$ cat src/rtl/i2c_channel_sel_pkg.sv
// Shared types for the I2C demux channel selector: the select code and the switch FSM states.
// The FSM state is held in a 2-bit register.
package i2c_chsel_pkg;

    typedef logic [3:0] sel_t;

    localparam sel_t SEL_NONE = 4'd0;

    typedef enum logic [1:0] {
        IDLE,
        WAIT_IDLE,
        BREAK
    } chsel_state_e;

endpackage

$ cat src/rtl/i2c_channel_sel_bus_monitor.sv
// I2C bus monitor: synchronises SCL/SDA, detects START/STOP, tracks bus_busy (START/STOP lag pins by SYNC_STAGES+1).
// No backpressure. I2C_CHSEL_IDLE_TIMEOUT_EN adds an idle timeout that clears a stuck bus_busy.
module i2c_bus_monitor #(
    parameter int SYNC_STAGES = 2,
    parameter int IDLE_CYCLES = 1000
) (
    input  logic clk,
    input  logic reset,
    input  logic scl_in,
    input  logic sda_in,
    output logic bus_busy,
    output logic start_det
);

    logic [SYNC_STAGES-1:0] scl_sync_q, scl_sync_d;
    logic [SYNC_STAGES-1:0] sda_sync_q, sda_sync_d;
    logic                   sda_prev_q, sda_prev_d;
    logic                   bus_busy_q, bus_busy_d;
    logic                   scl_s, sda_s, stop_det;

    assign scl_s     = scl_sync_q[SYNC_STAGES-1];
    assign sda_s     = sda_sync_q[SYNC_STAGES-1];
    assign start_det = scl_s & sda_prev_q & ~sda_s;
    assign stop_det  = scl_s & ~sda_prev_q & sda_s;
    assign bus_busy  = bus_busy_q;

`ifdef I2C_CHSEL_IDLE_TIMEOUT_EN
    localparam int IW = $clog2(IDLE_CYCLES + 1);
    logic [IW-1:0] idle_cnt_q, idle_cnt_d;
`endif

    always_comb begin
        scl_sync_d = {scl_sync_q[SYNC_STAGES-2:0], scl_in};
        sda_sync_d = {sda_sync_q[SYNC_STAGES-2:0], sda_in};
        sda_prev_d = sda_s;
        bus_busy_d = bus_busy_q;
        if (start_det) begin
            bus_busy_d = 1'b1;
        end else if (stop_det) begin
            bus_busy_d = 1'b0;
        end
`ifdef I2C_CHSEL_IDLE_TIMEOUT_EN
        // Counter saturates so a long-idle bus keeps bus_busy clear; a START needs SDA low, which resets it.
        idle_cnt_d = '0;
        if (scl_s && sda_s) begin
            if (idle_cnt_q == IW'(IDLE_CYCLES - 1)) begin
                idle_cnt_d = idle_cnt_q;
                bus_busy_d = 1'b0;
            end else begin
                idle_cnt_d = idle_cnt_q + 1'b1;
            end
        end
`endif
    end

    always_ff @(posedge clk) begin
        if (reset) begin
            scl_sync_q <= '1;
            sda_sync_q <= '1;
            sda_prev_q <= 1'b1;
            bus_busy_q <= 1'b0;
`ifdef I2C_CHSEL_IDLE_TIMEOUT_EN
            idle_cnt_q <= '0;
`endif
        end else begin
            scl_sync_q <= scl_sync_d;
            sda_sync_q <= sda_sync_d;
            sda_prev_q <= sda_prev_d;
            bus_busy_q <= bus_busy_d;
`ifdef I2C_CHSEL_IDLE_TIMEOUT_EN
            idle_cnt_q <= idle_cnt_d;
`endif
        end
    end

endmodule

$ cat src/rtl/i2c_channel_sel.sv
// Break-before-make channel selector for an 8-way I2C demux; switches only while the bus is idle.
// Idle-bus latency: select=0 at accept+2, new code at accept+2+SETTLE_CYCLES; req_ready low while a switch is pending.
module i2c_channel_sel
    import i2c_chsel_pkg::*;
#(
    parameter int NUM_CH        = 8,
    parameter int SYNC_STAGES   = 2,
    parameter int SETTLE_CYCLES = 16,
    parameter int IDLE_CYCLES   = 1000
) (
    input  logic       clk,
    input  logic       reset,
    input  logic       req_valid,
    input  logic [3:0] req_ch,
    output logic       req_ready,
    input  logic       scl_in,
    input  logic       sda_in,
    output logic [3:0] select,
    output logic       bus_busy,
    output logic       switch_done,
    output logic       req_err
);

    localparam int CNT_W = (SETTLE_CYCLES > 1) ? $clog2(SETTLE_CYCLES) : 1;

    chsel_state_e     state_q, state_d;
    sel_t             select_q, select_d;
    sel_t             ch_q, ch_d;
    logic [CNT_W-1:0] cnt_q, cnt_d;
    logic             done_q, done_d;
    logic             err_q, err_d;
    logic             start_det;

    i2c_bus_monitor #(
        .SYNC_STAGES (SYNC_STAGES),
        .IDLE_CYCLES (IDLE_CYCLES)
    ) u_bus_monitor (
        .clk       (clk),
        .reset     (reset),
        .scl_in    (scl_in),
        .sda_in    (sda_in),
        .bus_busy  (bus_busy),
        .start_det (start_det)
    );

    assign req_ready   = (state_q == IDLE);
    assign select      = select_q;
    assign switch_done = done_q;
    assign req_err     = err_q;

    always_comb begin
        state_d  = state_q;
        select_d = select_q;
        ch_d     = ch_q;
        cnt_d    = cnt_q;
        done_d   = 1'b0;
        err_d    = 1'b0;
        unique case (state_q)
            IDLE: begin
                if (req_valid) begin
                    if (req_ch > sel_t'(NUM_CH)) begin
                        err_d = 1'b1;
                    end else if (req_ch == select_q) begin
                        done_d = 1'b1;
                    end else begin
                        ch_d    = req_ch;
                        state_d = WAIT_IDLE;
                    end
                end
            end
            WAIT_IDLE: begin
                if (!bus_busy && !start_det) begin
                    select_d = SEL_NONE;
                    cnt_d    = '0;
                    state_d  = BREAK;
                end
            end
            BREAK: begin
                // A new transaction during settle restarts the whole break; select is already 0.
                if (start_det) begin
                    state_d = WAIT_IDLE;
                end else if (cnt_q == CNT_W'(SETTLE_CYCLES - 1)) begin
                    select_d = ch_q;
                    done_d   = 1'b1;
                    state_d  = IDLE;
                end else begin
                    cnt_d = cnt_q + 1'b1;
                end
            end
            default: state_d = IDLE;
        endcase
    end

    always_ff @(posedge clk) begin
        if (reset) begin
            state_q  <= IDLE;
            select_q <= SEL_NONE;
            ch_q     <= SEL_NONE;
            cnt_q    <= '0;
            done_q   <= 1'b0;
            err_q    <= 1'b0;
        end else begin
            state_q  <= state_d;
            select_q <= select_d;
            ch_q     <= ch_d;
            cnt_q    <= cnt_d;
            done_q   <= done_d;
            err_q    <= err_d;
        end
    end

endmodule

$ cat config.mk
export PLATFORM = sky130hd
export DESIGN_NAME = i2c_channel_sel
export DESIGN_NICKNAME = d
export VERILOG_FILES = /design/src/rtl/i2c_channel_sel_pkg.sv /design/src/rtl/i2c_channel_sel_bus_monitor.sv /design/src/rtl/i2c_channel_sel.sv
export SDC_FILE = /design/constraint.sdc
export NUM_CORES = 1
export LEC_CHECK = 0
export ABC_CLOCK_PERIOD_IN_PS = 1800
export BUFFER_PORTS_ARGS = -buffer_cell sky130_fd_sc_hd__buf_2
export CORE_UTILIZATION = 53
export DETAILED_ROUTE_END_ITERATION = 6
export PLACE_DENSITY = 0.76
export SLEW_MARGIN = 5
export SYNTH_ARGS = -nofsm -noshare
export SYNTH_HDL_FRONTEND = slang
export SYNTH_HIERARCHICAL = 1
export SYNTH_SLANG_ARGS = --single-unit
$ cat constraint.sdc
create_clock -name clk -period 1.8 [get_ports clk]
set_input_delay 0.18 -clock clk [delete_from_list [all_inputs] [get_ports clk]]
set_output_delay 0.18 -clock clk [all_outputs]
set_load 0.03 [all_outputs]
== Word level (Yosys, flattened, before mapping) ==
Cells that the tools add are included.

* Bits in registers: 22
* Bits in latches: 0
* RAM bits: 0
* ROM bits: 0
* Input bits: 9
* Output and inout bits: 8
* Logic and storage cells: 68
* Memories: 0

* Add/subtract/negate cells: 1
* Multiply operators: 0
* Div/mod/pow operators: 0
* Magnitude comparators: 1
* Equal/unequal tests: 12
* Shift-type cells: 0
* Muxes and demuxes: 23
* Bitwise logic cells: 10
* Reduce and logical (&&, ||, !) cells: 11

{| class="wikitable"
|+ Operators with widths
! cell !! count
|-
| $mux W4 || 5
|-
| $pmux W4 S2 || 2
|-
| $ne A2 B2 Y1 const B || 7
|-
| $mux W2 || 6
|-
| $reduce_and A4 Y1 || 3
|-
| $mux W1 || 8
|-
| $not A1 Y1 || 6
|-
| $pmux W2 S3 || 1
|-
| $reduce_and A5 Y1 || 1
|-
| $add A4 B1 Y4 const B || 1
|-
| $and A1 B1 Y1 || 4
|-
| $eq A4 B4 Y1 || 1
|-
| $eq A4 B4 Y1 const B || 1
|-
| $gt A4 B4 Y1 const B || 1
|-
| $reduce_bool A2 Y1 || 2
|-
| $ne A3 B3 Y1 const B || 1
|-
| $reduce_or A3 Y1 || 1
|-
| $eq A2 B1 Y1 const B || 1
|-
| $eq A2 B2 Y1 const B || 1
|-
| $logic_not A1 Y1 || 2
|-
| $logic_not A2 Y1 || 1
|-
| $pmux W1 S2 || 1
|-
| $logic_and A1 B1 Y1 || 1
|}

== Longest topological paths before layout ==
* Word-level depth: 6
* Depth in mapped cells: 7
* Depth with buffers taken out: 6

== Modules after synthesis ==
Netlist, hierarchy kept.

{| class="wikitable"
|+ By module, submodules not included
! module !! times used !! cells an instance !! area each (µm²)
|-
| i2c_channel_sel || 1 || 82 || 817.0
|-
| i2c_bus_monitor || 1 || 17 || 196.4
|}

== Worst setup path after synthesis ==
Ideal clock, no wire load.

* Path kind: register to register
* Start: register state_q[0]
* End: register ch_q[0]
* Data arrival time: 1505 ps
* Setup slack: 223 ps
* Stages on the path, launching flop included: 6
* Path buffers: 1
* Period minus slack after synthesis: 1577 ps
* Cells stage by stage: dfxtp_1 nor2_1 and3_1 nor2b_4 buf_6 mux2i_1

* Word-level cells in the longest chain between the ends: 2

{| class="wikitable"
|+ Ends and longest elaborated chain
! element !! line !! text
|-
| from (decl) || i2c_channel_sel.sv:26 || <nowiki>chsel_state_e state_q, state_d;</nowiki>
|-
| from (signal assigned) || i2c_channel_sel.sv:103 || <nowiki>state_q <= state_d;</nowiki>
|-
| $logic_not A2 Y1 || - ||
|-
| via req_ready || i2c_channel_sel.sv:15 || <nowiki>output logic req_ready,</nowiki>
|-
| $reduce_and A4 Y1 (no source line) || - ||
|-
| to (signal assigned) || i2c_channel_sel.sv:105 || <nowiki>ch_q <= ch_d;</nowiki>
|-
| to (decl) || i2c_channel_sel.sv:28 || <nowiki>sel_t ch_q, ch_d;</nowiki>
|}

The timed path passes the listed nets, and every way through them passes these cells.
A chain may end at the register's enable or synchronous reset.

== Final worst setup path ==
* Start: register u_bus_monitor.sda_sync_q[1]
* End: register select_q[3], in the netlist select[3]

* Word-level cells in the longest chain between the ends: 6
* Elaborated cells between the ends (all ways): 7

{| class="wikitable"
|+ Ends and longest elaborated chain
! element !! line !! text
|-
| from (decl) || i2c_channel_sel_bus_monitor.sv:16 || <nowiki>logic [SYNC_STAGES-1:0] sda_sync_q, sda_sync_d;</nowiki>
|-
| from (signal assigned) || i2c_channel_sel_bus_monitor.sv:67 || <nowiki>sda_sync_q <= sda_sync_d;</nowiki>
|-
| $not A1 Y1 * || i2c_channel_sel_bus_monitor.sv:23 || <nowiki>assign start_det = scl_s & sda_prev_q & ~sda_s;</nowiki>
|-
| $and A1 B1 Y1 * || i2c_channel_sel_bus_monitor.sv:23 ||
|-
| via start_det || i2c_channel_sel.sv:32 || <nowiki>logic start_det;</nowiki>
|-
| $logic_not A1 Y1 || i2c_channel_sel.sv:72 || <nowiki>if (!bus_busy && !start_det) begin</nowiki>
|-
| $logic_and A1 B1 Y1 || i2c_channel_sel.sv:72 ||
|-
| $ne A2 B2 Y1 (no source line) || - ||
|-
| $reduce_and A4 Y1 (no source line) * || - ||
|-
| to (signal assigned) || i2c_channel_sel.sv:104 || <nowiki>select_q <= select_d;</nowiki>
|-
| to (decl) || i2c_channel_sel.sv:27 || <nowiki>sel_t select_q, select_d;</nowiki>
|}

Mark *: on every way through the listed nets, which the timed path passes. The rest lies on a longest branch.

==> summary.md <==
| Metric | Value |
|---|---|
| Status | `finished, final reports clean` |
| Number of DRC markers after the initial detailed-route iteration | `7` |
| Library cell with the largest summed area after synthesis | `sky130_fd_sc_hd__dfxtp_1` |
| Remaining global-route overflow | `0` |
| Post-Synth XOR/XNOR Area | `5.185%` |
| Post-synthesis to final-layout area growth | `11.60%` |
| Global-route wire length before repair | `~2700 µm` |
| GPL Wtd Cong | `around 0.82` |
| Worst slew slack as a fraction of its limit | `between 70% and 80%` |
| Final antenna diode count | `0` |
| Required arrival time at the worst endpoint | `between 1500 and 2000 ps` |
| Sum of buffers and inverters on the critical path | `0` |
| Average wire per standard cell | `between 10 and 15 µm` |
| Share of final-layout standard cells stronger than drive strength 1 | `about a quarter` |
| Top area cells in the synthesized netlist | `sky130_fd_sc_hd__dfxtp_1 43%, sky130_fd_sc_hd__mux2i_1 8.9%, sky130_fd_sc_hd__xor2_1 5.2%` |
| Final WL | `1609 µm` |
| TritonCTS clock tree | `yes` |
| Min Tclk post-route | `about 1700 ps` |
| Netlist area before placement | `between 0.001 and 0.0015 mm²` |
| Number of setup violations in the final report | `0` |
| Number of levels the H-tree was split into | `1` |
| Basic-gate share of the synthesized area counting and, or, nand and nor cells | `about 32%` |
| Internal Power | `0.0006735 W` |
| Number of antenna violations at the first check in global routing | `0` |
| Count of pins over their slew limit | `0` |
| Worst vdd ir | `between 600 and 700 µV` |
| Multiplexer share of the synthesized area | `a little under 9%` |
| Synth warnings | `6` |
| Final-layout setup total negative slack | `0 ps` |
| Deepest clock path buffer count | `2` |
| Worst-path fanout max | `5` |
| Number of max-capacitance violations reported | `0` |
| Cell area power density | `approximately 790 mW/mm²` |
| Length of routed met2 wiring | `about 730 µm` |
| Worst-margin pin slew | `~440 ps` |
| Power consumption | `between 0.0008 and 0.0009 W` |
| Post-route antenna net violation count | `0` |
| Placement Rows | `15` |
| Largest delay share family, worst path | `simple AND/OR/NAND/NOR gates` |
| Adder-Cell Fraction of Synth Area | `between 1 and 1.5%` |
| Total clock sinks | `22` |
| Share of Yosys cell area claimed by the top area cell type | `43.46%` |
| Nature of the critical path endpoint | `flop` |
| Sequential share of the synthesized area | `between 40% and 50%` |
| Number of distinct library cells after synthesis | `28` |
| Slowest cell on crit path | `sky130_fd_sc_hd__dfxtp_1` |
| Period Utilization, post-route | `91.70%` |
| Number of iterations in the first detailed-routing pass | `3` |
| Uppermost metal layer occupied by signal nets | `met4` |
| CTS root buf | `sky130_fd_sc_hd__clkbuf_4` |
| Clock share of power | `30.3%` |
| Die span in x | `around 46 µm` |
| Quantity of gates resized following cts | `0` |
| Seq pwr share | `58.4%` |
| Setup repair after global routing missed its margin | `no` |
| Total count of hold-check failures in the final report | `0` |
| Worst Path Arrival | `1840 ps` |
| Met3 wire len | `55 µm` |
| Detailed-route via count | `700` |
| Met1 Wirelength | `808 µm` |
| Post-route insts no fill | `140` |
| Combinational fraction of design power | `a little under an eighth` |
| FF+latch count, synth | `22` |
| Count of input and output buffers | `16` |
| Total area of sequential cells | `between 400 and 500 µm²` |
| Leakage Power | `slightly below 0.5 nW` |
| Clock edge transition at the registers on the reported setup and hold paths | `around 120 ps` |
| Series of cell instances along the critical path | `nor2b_4 > and2_1 > nor3b_4 > and2b_1 > mux2i_1 > nor2_1` |
| Worst Setup Slack, final | `149.3 ps` |
| Clock latency on the worst-skew pair | `~300 ps` |
| Via/cell ratio | `approximately 5` |
| Syn Nets | `roughly 110` |
| Kind of critical path | `reg -> reg` |
| Sw frac | `roughly 25%` |
| Number of buffers created by CTS | `3` |
| Worst clock skew | `between 0.9 and 1 ps` |
| Setup Slack @ Placement | `approximately 160 ps` |
| Count of placed standard cells including taps | `between 100 and 150` |
| Tightest Hold Check Type | `in -> reg` |
| I/O Pins | `17` |
| Core area | `0.001764 mm²` |
| Overall die area | `between 0.002 and 0.0025 mm²` |
| Psw | `roughly 0.00022 W` |
| Global-route usage over all layers | `18.29%` |
| Synthesized netlist cell count | `between 90 and 100` |
| Drc violations | `0` |
| Effective utilization at floorplan | `about 57%` |
| Number of hold-repair buffers added at the cts stage | `0` |
| Die outline height | `roughly 46 µm` |
| Dominant combinational cell family by area after synthesis | `simple AND/OR/NAND/NOR gates` |
| Via count of the first global-routing pass | `638` |
| CP peak stage delay | `just over 400 ps` |
| Mean Syn Cell Area | `10.24 µm²` |
| Maximum frequency from static timing analysis | `around 610 MHz` |
| Critical Path Source Type | `flop` |
| Complex-gate fraction of the synthesized area | `between 5 and 6%` |
| Layout fillers | `between 150 and 200` |
| Largest net degree at the start of global routing | `27` |
| Post-CTS Setup Repair Bufs | `0` |
| Post-layout nets | `approximately 130` |
| Final HPWL DP | `between 1000 and 1500 µm` |
| Multi-input logic area | `~540 µm²` |
## power groups by stage
stage                     sequential, W  clock [W]  combinational [W]
after floorplan                0.000533          0          0.0000737
after global placement         0.000531          0           0.000100
after detailed placement       0.000531          0           0.000102
after CTS                      0.000520   0.000278           0.000102
after global routing           0.000523   0.000297           0.000112
final                          0.000521   0.000270           0.000102
## flip-flops by register name, summed over array words and instances, names as in the netlist
register and flops:
req_err 1, ch_q 4, u_bus_monitor/scl_sync_q 2, switch_done 1, u_bus_monitor/bus_busy 1, u_bus_monitor/sda_prev_q 1
u_bus_monitor/sda_sync_q 2, cnt_q 4, select 4, state_q 2
## cells in the mapped netlist, drive strengths merged
master,count
o21ba,1
nor4b,1
nor3,4
and2,2
nor2b,6
buf,2
and3,2
or2b,1
nor2,7
mux2i,9
o31ai,1
o21ai,3
clkbuf,2
xor2,6
nor4,1
or2,5
dfxtp,22
and2b,2
nor3b,1
nand3,3
a21oi,4
ha,1
nand4b,1
nand2,5
nand2b,7
## routing by layer
metal  vias to the layer above  GRT usage (%)
met1                       322          24.08
met3                         2          4.762
met2                        11          27.71
met4                         0          8.824
met5                         -              0
li1                        365              -
## final timing paths
| path | startpoint | to | slack [ps] | depth (start not counted) |
|---|---|---|---|---|
| min | sda_in | u_bus_monitor/sda_sync_q[0] | 40 | 2 |
| min reg2reg | u_bus_monitor/scl_sync_q[0] | u_bus_monitor/scl_sync_q[1] | 420 | 1 |
| max | u_bus_monitor/sda_sync_q[1] | select[3] | 150 | 6 |
| max reg2reg | u_bus_monitor/sda_sync_q[1] | select[3] | 150 | 6 |
## layout make-up
class / instances / area share [%]
multi-input combinational: 73 / 48.01
sequential: 22 / 38.94
timing repair buffer: 16 / 7.080
clock buffer: 4 / 3.208
tap: 25 / 2.765
## cell usage in the layout, fill, tap and decap left out, types with 4 or more instances in the layout
master and count:
sky130_fd_sc_hd__nand2b_1 7, sky130_fd_sc_hd__nor2b_1 4, sky130_fd_sc_hd__dfxtp_1 22, sky130_fd_sc_hd__xor2_1 6
sky130_fd_sc_hd__mux2i_1 9, sky130_fd_sc_hd__or2_1 5, sky130_fd_sc_hd__nor3_1 4, sky130_fd_sc_hd__nand2_1 5
sky130_fd_sc_hd__nor2_1 7, sky130_fd_sc_hd__buf_2 16
## cells by family (layout without fill, tap and decap cells)
kind of cell | count (synthesis) | after routing
AO/OA/AOI/OAI | 9 | 9
XOR/XNOR | 6 | 6
flip-flops | 22 | 22
adder cells (fa/ha/maj) | 1 | 1
multiplexers | 9 | 9
AND/OR/NAND/NOR | 48 | 48
buffers and inverters | 4 | 20
## through the flow
stage	cell area (µm²)	utilization [%]	hold slack [ps]
final	1131	64.11	42.71
after CTS	1131	64.11	37.83
after global routing	1131	64.11	20.46
after floorplan	1013	-	242.4
after detailed placement	1095	62.06	361.8
after global placement	1095	62.06	359.4
No activity file was read; power rests on OpenSTA's default activity.
